File: src/rtl/terminal_pkg.sv
// Shared definitions for the terminal serial link.
package terminal_pkg;

  localparam int unsigned TERMINAL_CLKS_PER_BIT = 1303;
  localparam int unsigned TERMINAL_DATA_BITS    = 8;

  typedef enum logic [2:0] {
    IDLE,
    START,
    DATA,
    STOP,
    BREAK
  } rx_state_t;

endpackage

File: src/rtl/terminal_rx_sync2.sv
// Two-flop synchronizer for an asynchronous single-bit input.
module sync2 #(
  parameter logic RST_VAL = 1'b1
) (
  input  logic clk_i,
  input  logic rst_ni,
  input  logic d_i,
  output logic q_o
);

  logic [1:0] ff_q;

  // Shift the input through two flops.
  always_ff @(posedge clk_i or negedge rst_ni) begin
    if (!rst_ni) begin
      ff_q <= {2{RST_VAL}};
    end else begin
      ff_q <= {ff_q[0], d_i};
    end
  end

  assign q_o = ff_q[1];

endmodule

File: src/rtl/terminal_rx.sv
// 8N1 serial receiver with a valid/ready holding register.
module terminal_rx
  import terminal_pkg::*;
#(
  parameter int unsigned CLKS_PER_BIT = TERMINAL_CLKS_PER_BIT
) (
  input  logic       clk,
  input  logic       rst,
  input  logic       rx,
  output logic [7:0] rx_data,
  output logic       rx_valid,
  input  logic       rx_ready,
  output logic       frame_err,
  output logic       overrun,
  output logic       busy
);

  localparam int unsigned HALF = CLKS_PER_BIT / 2;
  localparam int unsigned CW   = $clog2(CLKS_PER_BIT);
  localparam int unsigned DW   = TERMINAL_DATA_BITS;
  localparam int unsigned BW   = $clog2(TERMINAL_DATA_BITS);

  localparam logic [CW-1:0] CNT_FULL = CW'(CLKS_PER_BIT - 1);
  localparam logic [CW-1:0] CNT_HALF = CW'(HALF - 1);
  localparam logic [BW-1:0] LAST_IDX = BW'(DW - 1);

  logic rx_s;

  rx_state_t     state_q,   state_d;
  logic [CW-1:0] cnt_q,     cnt_d;
  logic [BW-1:0] bit_idx_q, bit_idx_d;
  logic [DW-1:0] shreg_q,   shreg_d;
  logic [DW-1:0] data_q,    data_d;
  logic          valid_q,   valid_d;
  logic          ferr_q,    ferr_d;
  logic          ovr_q,     ovr_d;
  logic          deliver;

  sync2 #(
    .RST_VAL(1'b1)
  ) u_sync (
    .clk_i (clk),
    .rst_ni(rst),
    .d_i   (rx),
    .q_o   (rx_s)
  );

  // State and datapath registers.
  always_ff @(posedge clk or negedge rst) begin
    if (!rst) begin
      state_q   <= IDLE;
      cnt_q     <= '0;
      bit_idx_q <= '0;
      shreg_q   <= '0;
      data_q    <= '0;
      valid_q   <= 1'b0;
      ferr_q    <= 1'b0;
      ovr_q     <= 1'b0;
    end else begin
      state_q   <= state_d;
      cnt_q     <= cnt_d;
      bit_idx_q <= bit_idx_d;
      shreg_q   <= shreg_d;
      data_q    <= data_d;
      valid_q   <= valid_d;
      ferr_q    <= ferr_d;
      ovr_q     <= ovr_d;
    end
  end

  // Receive sequencing, bit sampling and holding-register update.
  always_comb begin
    state_d   = state_q;
    cnt_d     = cnt_q;
    bit_idx_d = bit_idx_q;
    shreg_d   = shreg_q;
    data_d    = data_q;
    valid_d   = valid_q;
    ferr_d    = 1'b0;
    ovr_d     = 1'b0;
    deliver   = 1'b0;

    if (valid_q && rx_ready) begin
      valid_d = 1'b0;
    end

    case (state_q)
      IDLE: begin
        if (!rx_s) begin
          cnt_d   = CNT_HALF;
          state_d = START;
        end
      end
      START: begin
        if (cnt_q == '0) begin
          if (rx_s) begin
            state_d = IDLE;
          end else begin
            cnt_d     = CNT_FULL;
            bit_idx_d = '0;
            state_d   = DATA;
          end
        end else begin
          cnt_d = cnt_q - CW'(1);
        end
      end
      DATA: begin
        if (cnt_q == '0) begin
          shreg_d = {rx_s, shreg_q[DW-1:1]};
          cnt_d   = CNT_FULL;
          if (bit_idx_q == LAST_IDX) begin
            state_d = STOP;
          end else begin
            bit_idx_d = bit_idx_q + BW'(1);
          end
        end else begin
          cnt_d = cnt_q - CW'(1);
        end
      end
      STOP: begin
        if (cnt_q == '0) begin
          if (rx_s) begin
            deliver = 1'b1;
            state_d = IDLE;
          end else begin
            ferr_d  = 1'b1;
            state_d = BREAK;
          end
        end else begin
          cnt_d = cnt_q - CW'(1);
        end
      end
      BREAK: begin
        if (rx_s) begin
          state_d = IDLE;
        end
      end
      default: begin
        state_d = IDLE;
      end
    endcase

    // A delivery in the same cycle as an acceptance overrides the clear.
    if (deliver) begin
      if (!valid_q || rx_ready) begin
        data_d  = shreg_q;
        valid_d = 1'b1;
      end else begin
        ovr_d = 1'b1;
      end
    end
  end

  assign rx_data   = data_q;
  assign rx_valid  = valid_q;
  assign frame_err = ferr_q;
  assign overrun   = ovr_q;
  assign busy      = (state_q != IDLE);

endmodule

File: config.mk
export PLATFORM = sky130hd
export DESIGN_NAME = terminal_rx
export DESIGN_NICKNAME = d
export VERILOG_FILES = /design/src/rtl/terminal_pkg.sv /design/src/rtl/terminal_rx_sync2.sv /design/src/rtl/terminal_rx.sv
export SDC_FILE = /design/constraint.sdc
export NUM_CORES = 1
export LEC_CHECK = 0
export CAP_MARGIN = 20
export CORE_MARGIN = 8
export CORE_UTILIZATION = 23
export DETAILED_ROUTE_END_ITERATION = 10
export GPL_ROUTABILITY_DRIVEN = 0
export SLEW_MARGIN = 10
export SYNTH_ARGS = -nofsm -noshare
export SYNTH_HDL_FRONTEND = slang
export SYNTH_SLANG_ARGS = --single-unit
File: constraint.sdc
create_clock -name clk -period 3.4 [get_ports clk]
set_input_delay 1.02 -clock clk [delete_from_list [all_inputs] [get_ports clk]]
set_output_delay 1.02 -clock clk [all_outputs]
set_load 0.01 [all_outputs]
# ---- Word-level counts from Yosys, hierarchy flattened
# Index checks and enable logic that the tools add are counted.
dict set report totals {
  output_inout_bits 12
  register_bits 38
  inputBits 4
  word_cells 70
}
dict set report classes {
  addsub 2
  mux 31
  n_reduce_logical 13
  eq_ne 15
}
# cell n
set op_table {}
lappend op_table {{2-to-1 mux 11 bit} 5}
lappend op_table {{case mux 11 bit (4 select lines)} 1}
lappend op_table {{2-to-1 mux 3 bit} 11}
lappend op_table {{inequality test 2 bit (second input constant)} 8}
lappend op_table {{case mux 3 bit (5 select lines)} 1}
lappend op_table {{logical NOT 11 bit} 1}
lappend op_table {{2-to-1 mux 1 bit} 11}
lappend op_table {{subtractor 11 x 1 -> 11 bit (second input constant)} 1}
lappend op_table {{== test 3 x 2 -> 1 bit (second input constant)} 2}
lappend op_table {{== test 3 bit (second input constant)} 2}
lappend op_table {{case mux 3 bit (2 select lines)} 1}
lappend op_table {{AND reduction 6 bit} 1}
lappend op_table {{AND reduction 5 bit} 1}
lappend op_table {{AND reduction 2 bit} 2}
lappend op_table {{AND reduction 4 bit} 1}
lappend op_table {{nonzero test 4 bit} 1}
lappend op_table {{adder 3 x 1 -> 3 bit (second input constant)} 1}
lappend op_table {{== test 3 x 1 -> 1 bit (second input constant)} 1}
lappend op_table {{logical NOT 3 bit} 1}
lappend op_table {{inequality test 3 bit (second input constant)} 1}
lappend op_table {{nonzero test 3 bit} 1}
lappend op_table {{2-to-1 mux 2 bit} 1}
lappend op_table {{inequality test 2 x 1 -> 1 bit (second input constant)} 1}
lappend op_table {{nonzero test 2 bit} 1}
lappend op_table {{other kinds (3)} 3}

# ---- Depth between registers and ports, before layout
dict set report depth {
  depth_word 4
  mapped_depth 8
  mapped_depth_nobuf 6
}

# ---- Cells and area by module
# Synthesis repeated with hierarchy kept, for this count alone.
dict set report unflattened {
  cells_unflattened 164
  hier_area_um2 1845.5
}
# mod cells_each seq_area_each_um2 n_inst area_each_um2
set by_module_without_submodules {}
lappend by_module_without_submodules {terminal_rx 162 900.9 1 1793.0}
lappend by_module_without_submodules {sync2 2 52.6 1 52.6}

# ---- Worst setup path before layout
# No wires, ideal clock.
dict set report synth_timing {
  kind {reg-to-reg}
  startpoint {reg cnt_q[0]}
  endpoint {reg cnt_q[4]}
  path_buffers 2
  stages_incl_launch_ff 9
  synth_period_minus_slack_ns 2.171
  arrival_time_ns 2.035
  required_ns 3.264
  setup_slack_ns 1.229
  cell_sequence {dfrtp_1 > inv_1 > ha_1 > or4b_1 > buf_6 > or4_4 > buf_6 > nand2_1 > o221ai_2}
}
dict set report synth_between {
  elab_chain_len 3
  word_cells_on_any_way 9
  cone_classes {add/sub (1); eq/ne (2); mux (4); reduce/logical (2)}
}
# item line
set synth_rtl {}
lappend synth_rtl {{start, declared} terminal_rx.sv:30} ;# logic [CW-1:0] cnt_q, cnt_d;
lappend synth_rtl {{start signal, assigned} terminal_rx.sv:61} ;# cnt_q <= cnt_d;
lappend synth_rtl {{subtractor 11 x 1 -> 11 bit / logical NOT 11 bit (equally long branches)} -}
lappend synth_rtl {{2-to-1 mux 11 bit, or another cell as far along} terminal_rx.sv:121} ;# if (cnt_q == '0) begin
lappend synth_rtl {{case mux 11 bit (4 select lines) / AND reduction 4 bit (equally long branches)} -}
# Several ways; a longest one is shown, not always the timed one. The select of a mux whose other input is x is not followed.
# A chain may end at the register's enable or synchronous reset.

# ---- Final worst setup path
dict set report layout_timing {
  startpoint {reg state_q[1]}
  endpoint {out busy}
}
dict set report layout_between {
  elab_chain_len 1
}
# item line
set layout_rtl {}
lappend layout_rtl {{start, declared} terminal_rx.sv:29} ;# rx_state_t state_q, state_d;
lappend layout_rtl {{start signal, assigned} terminal_rx.sv:60} ;# state_q <= state_d;
lappend layout_rtl {{nonzero test 3 bit} terminal_rx.sv:158} ;# assign busy = (state_q != IDLE);
lappend layout_rtl {{end, declared} terminal_rx.sv:15} ;# output logic busy
# No other way between the ends.

==> metrics <==
Sw Share=21.84%; Hold Vio Cnt, Final=0; Die Height=107.8 um; FFs w/ async S/R, synth=100.0%; Overflow after GRT=0; Primary FF master, synth=dfrtp_1; hold-fix buffers at CTS=0; H-Tree Depth=2; DIE AREA=around 12,000 um^2; core area=between 8000 and 9000 um^2; required time of the critical path=2380 ps; final antenna-violating net count=0; CP arrival=1730 ps; Hold Crit Depth=0; cts repair resizes=0; stages on the worst setup path=2; CTS Sinks=38; synth top area cells=dfrtp_1 (46%), mux2_2 (9.9%), dfstp_2 (2.7%), ha_1 (2.6%), nor2_1 (2.3%); Ports=16; most common cell in the netlist=dfrtp_1; critical-path maximum fanout=13; warnings from Yosys=0; Avg Inst Size Synth=11.48 um^2; Setup CP Type=register to output pin; Crit. End Element=output pin; part of the power in registers=52.7%; Worst-Margin Slew=between 800 and 900 ps; RSZ-0062 raised after global routing=false; FF+latch count, synth=38; share of cells above drive strength 1=21.98%; global-route wire length before repair=a little under 7 mm; Clock Power Share=45.7%; DP Wirelength=between 2 and 3 mm; top-area cell type share of the netlist area=46.45%; drt via density=between 4 and 5; Final Total Pwr=~860 uW; worst-path cell chain=or3_1 -> clkdlybuf4s50_1; Rows=33; CTS buffer count=5; latest clock arrival within the worst-skew pair=300 ps; Mapped Area=1939 um^2; Inserted Diodes=0; CP max-delay cell=dfrtp_1; total number of vias=around 1,400; Syn-to-layout area delta=17.16%; clk buf depth=2; drt wl/cell=14.30 um; outcome=complete, no violations; Setup Skew=9.908 ps; DRC errors left=0; mux cell area share after synthesis=11.68%; critical path launch point type=register; Simple-Gate Fraction of Synth Area=between 10% and 20%; Detailed Routing Iterations Pass 1=4; Post-Synth Adder-Cell Area=2.581%; largest net degree at the start of global routing=39; Netlist cell types=48; Min-Delay Path Class=register to register; Synth Area in XOR/XNOR=0.4516%; Nets=189; Initial Utilization=23.60%; initial antenna violation count=0; CP bufs+invs=1; fmax=0.3630 GHz; compound-gate portion of the synthesized area=approximately 15%; largest family of logic cells by synthesized area=simple AND/OR/NAND/NOR gates; final setup violation count=0; sw power=approximately 190 uW; GRT Total Usage=~7.4%; Reg2Reg Depth=6; Leak=0.0009601 uW; Post-synth top cells=dfrtp_1 (36), mux2_2 (17), nor2_1 (12), inv_1 (8), nand2_1 (8); Reg clk slew, reported paths=80 ps; vias in the first global route=about 1,400; Root Buffer=clkbuf_8; CTS tree=yes; flop-to-flop setup slack=880 ps; post-synth top area cell=dfrtp_1; I/O Buffers=15; initial DRC count=123; Post-CTS Setup Repair Bufs=0; Post-synth EDFFs=0; TNS Setup=0 ps; die extent in x=107.8 um; Slew HR=42.16%; final-report max-slew violation count=0; VDD IR max=about 0.12 mV; syn_nets=177; Synth Instances=169; PwrDens=380.3 nW/um^2; final WL=4.104 mm; combinational share of power=1.6%; register area share after synthesis=49.16%; Pint=675.4 uW; Max Cap Violations=0; Max stage delay on crit path=530 ps; min Tclk post-route=2755 ps; fin crit share=roughly four fifths; cell family with most CP delay=flip-flops
power by group through the flow:
stage / sequential [uW] / clock, uW / combinational (uW)
finish: 456 / 395 / 13.8
global route: 456 / 425 / 16.6
CTS: 456 / 404 / 14.8
detailed placement: 464 / 0 / 14.8
global placement: 465 / 0 / 14.5
floorplan: 464 / 0 / 2.06
metrics by stage:
stage	area (um^2)	util (%)	std cells	hold WS [ps]	worst slack [ps]
after floorplan	1939	-	169	345.2	1229
after CTS	2272	27.65	287	358.9	636.0
after detailed placement	2158	26.27	279	348.1	675.9
final	2272	27.65	287	358.2	645.1
after global routing	2272	27.65	287	361.8	558.4
after global placement	2158	26.27	279	347.8	705.2
cell type report:
class | count | area (um^2)
fill | 840 | 5944
timing repair buffer | 15 | 145.1
clock inverter | 3 | 45.04
tap | 105 | 131.4
clock buffer | 5 | 68.82
inverter | 8 | 30.03
sequential | 38 | 953.4
multi-input combinational | 113 | 898.4
metal layers:
layer  up-vias  GRT usage [%]  part of all wire [%]
met4         0          4.163                   2.4
met5         -              0                     0
met1       695          9.084                    46
met2        31          11.27                    47
li1        652              -                     -
met3        10          2.096                   4.4
layout by cell type (no fill, tap or decap), drive strengths merged, types with 2 or more instances in the layout:
master          n
dfrtp          36
mux2           18
clkdlybuf4s50  14
nor2           12
inv             8
nand2           8
nor4            7
a21oi           6
nor3            6
o211ai          6
clkbuf          5
o31ai           5
nand4           4
a211o           4
ha              4
or3             3
or4             3
nor2b           2
mux2i           2
a22o            2
o21ai           2
o221ai          2
clkinvlp        2
dfstp           2
path summary, 6_finish.rpt:
path	startpoint	endpoint
worst max register to register	cnt_q[0]	bit_idx_q[0]
worst min-delay path	u_sync.ff_q[0]	u_sync.ff_q[1]
worst max-delay path	state_q[1]	busy
max in group asynchronous	rst	shreg_q[4]
worst min register to register	u_sync.ff_q[0]	u_sync.ff_q[1]
min in group asynchronous	rst	state_q[0]
state kept, by name (all words and copies together) (netlist names):
register and cells:
cnt_q 11, frame_err 1, rx_data 8, bit_idx_q 3, rx_valid 1, overrun 1
state_q 3, u_sync.ff_q 2, shreg_q 8
cells by family (layout without fill, tap and decap cells):
group,after synthesis,after routing
simple gates,54,54
flops,38,38
compound gates,34,34
mux,20,20
buf+inv,18,31
fa+ha+maj,4,4
xor+xnor,1,1
No activity file was read; power rests on OpenSTA's default activity.
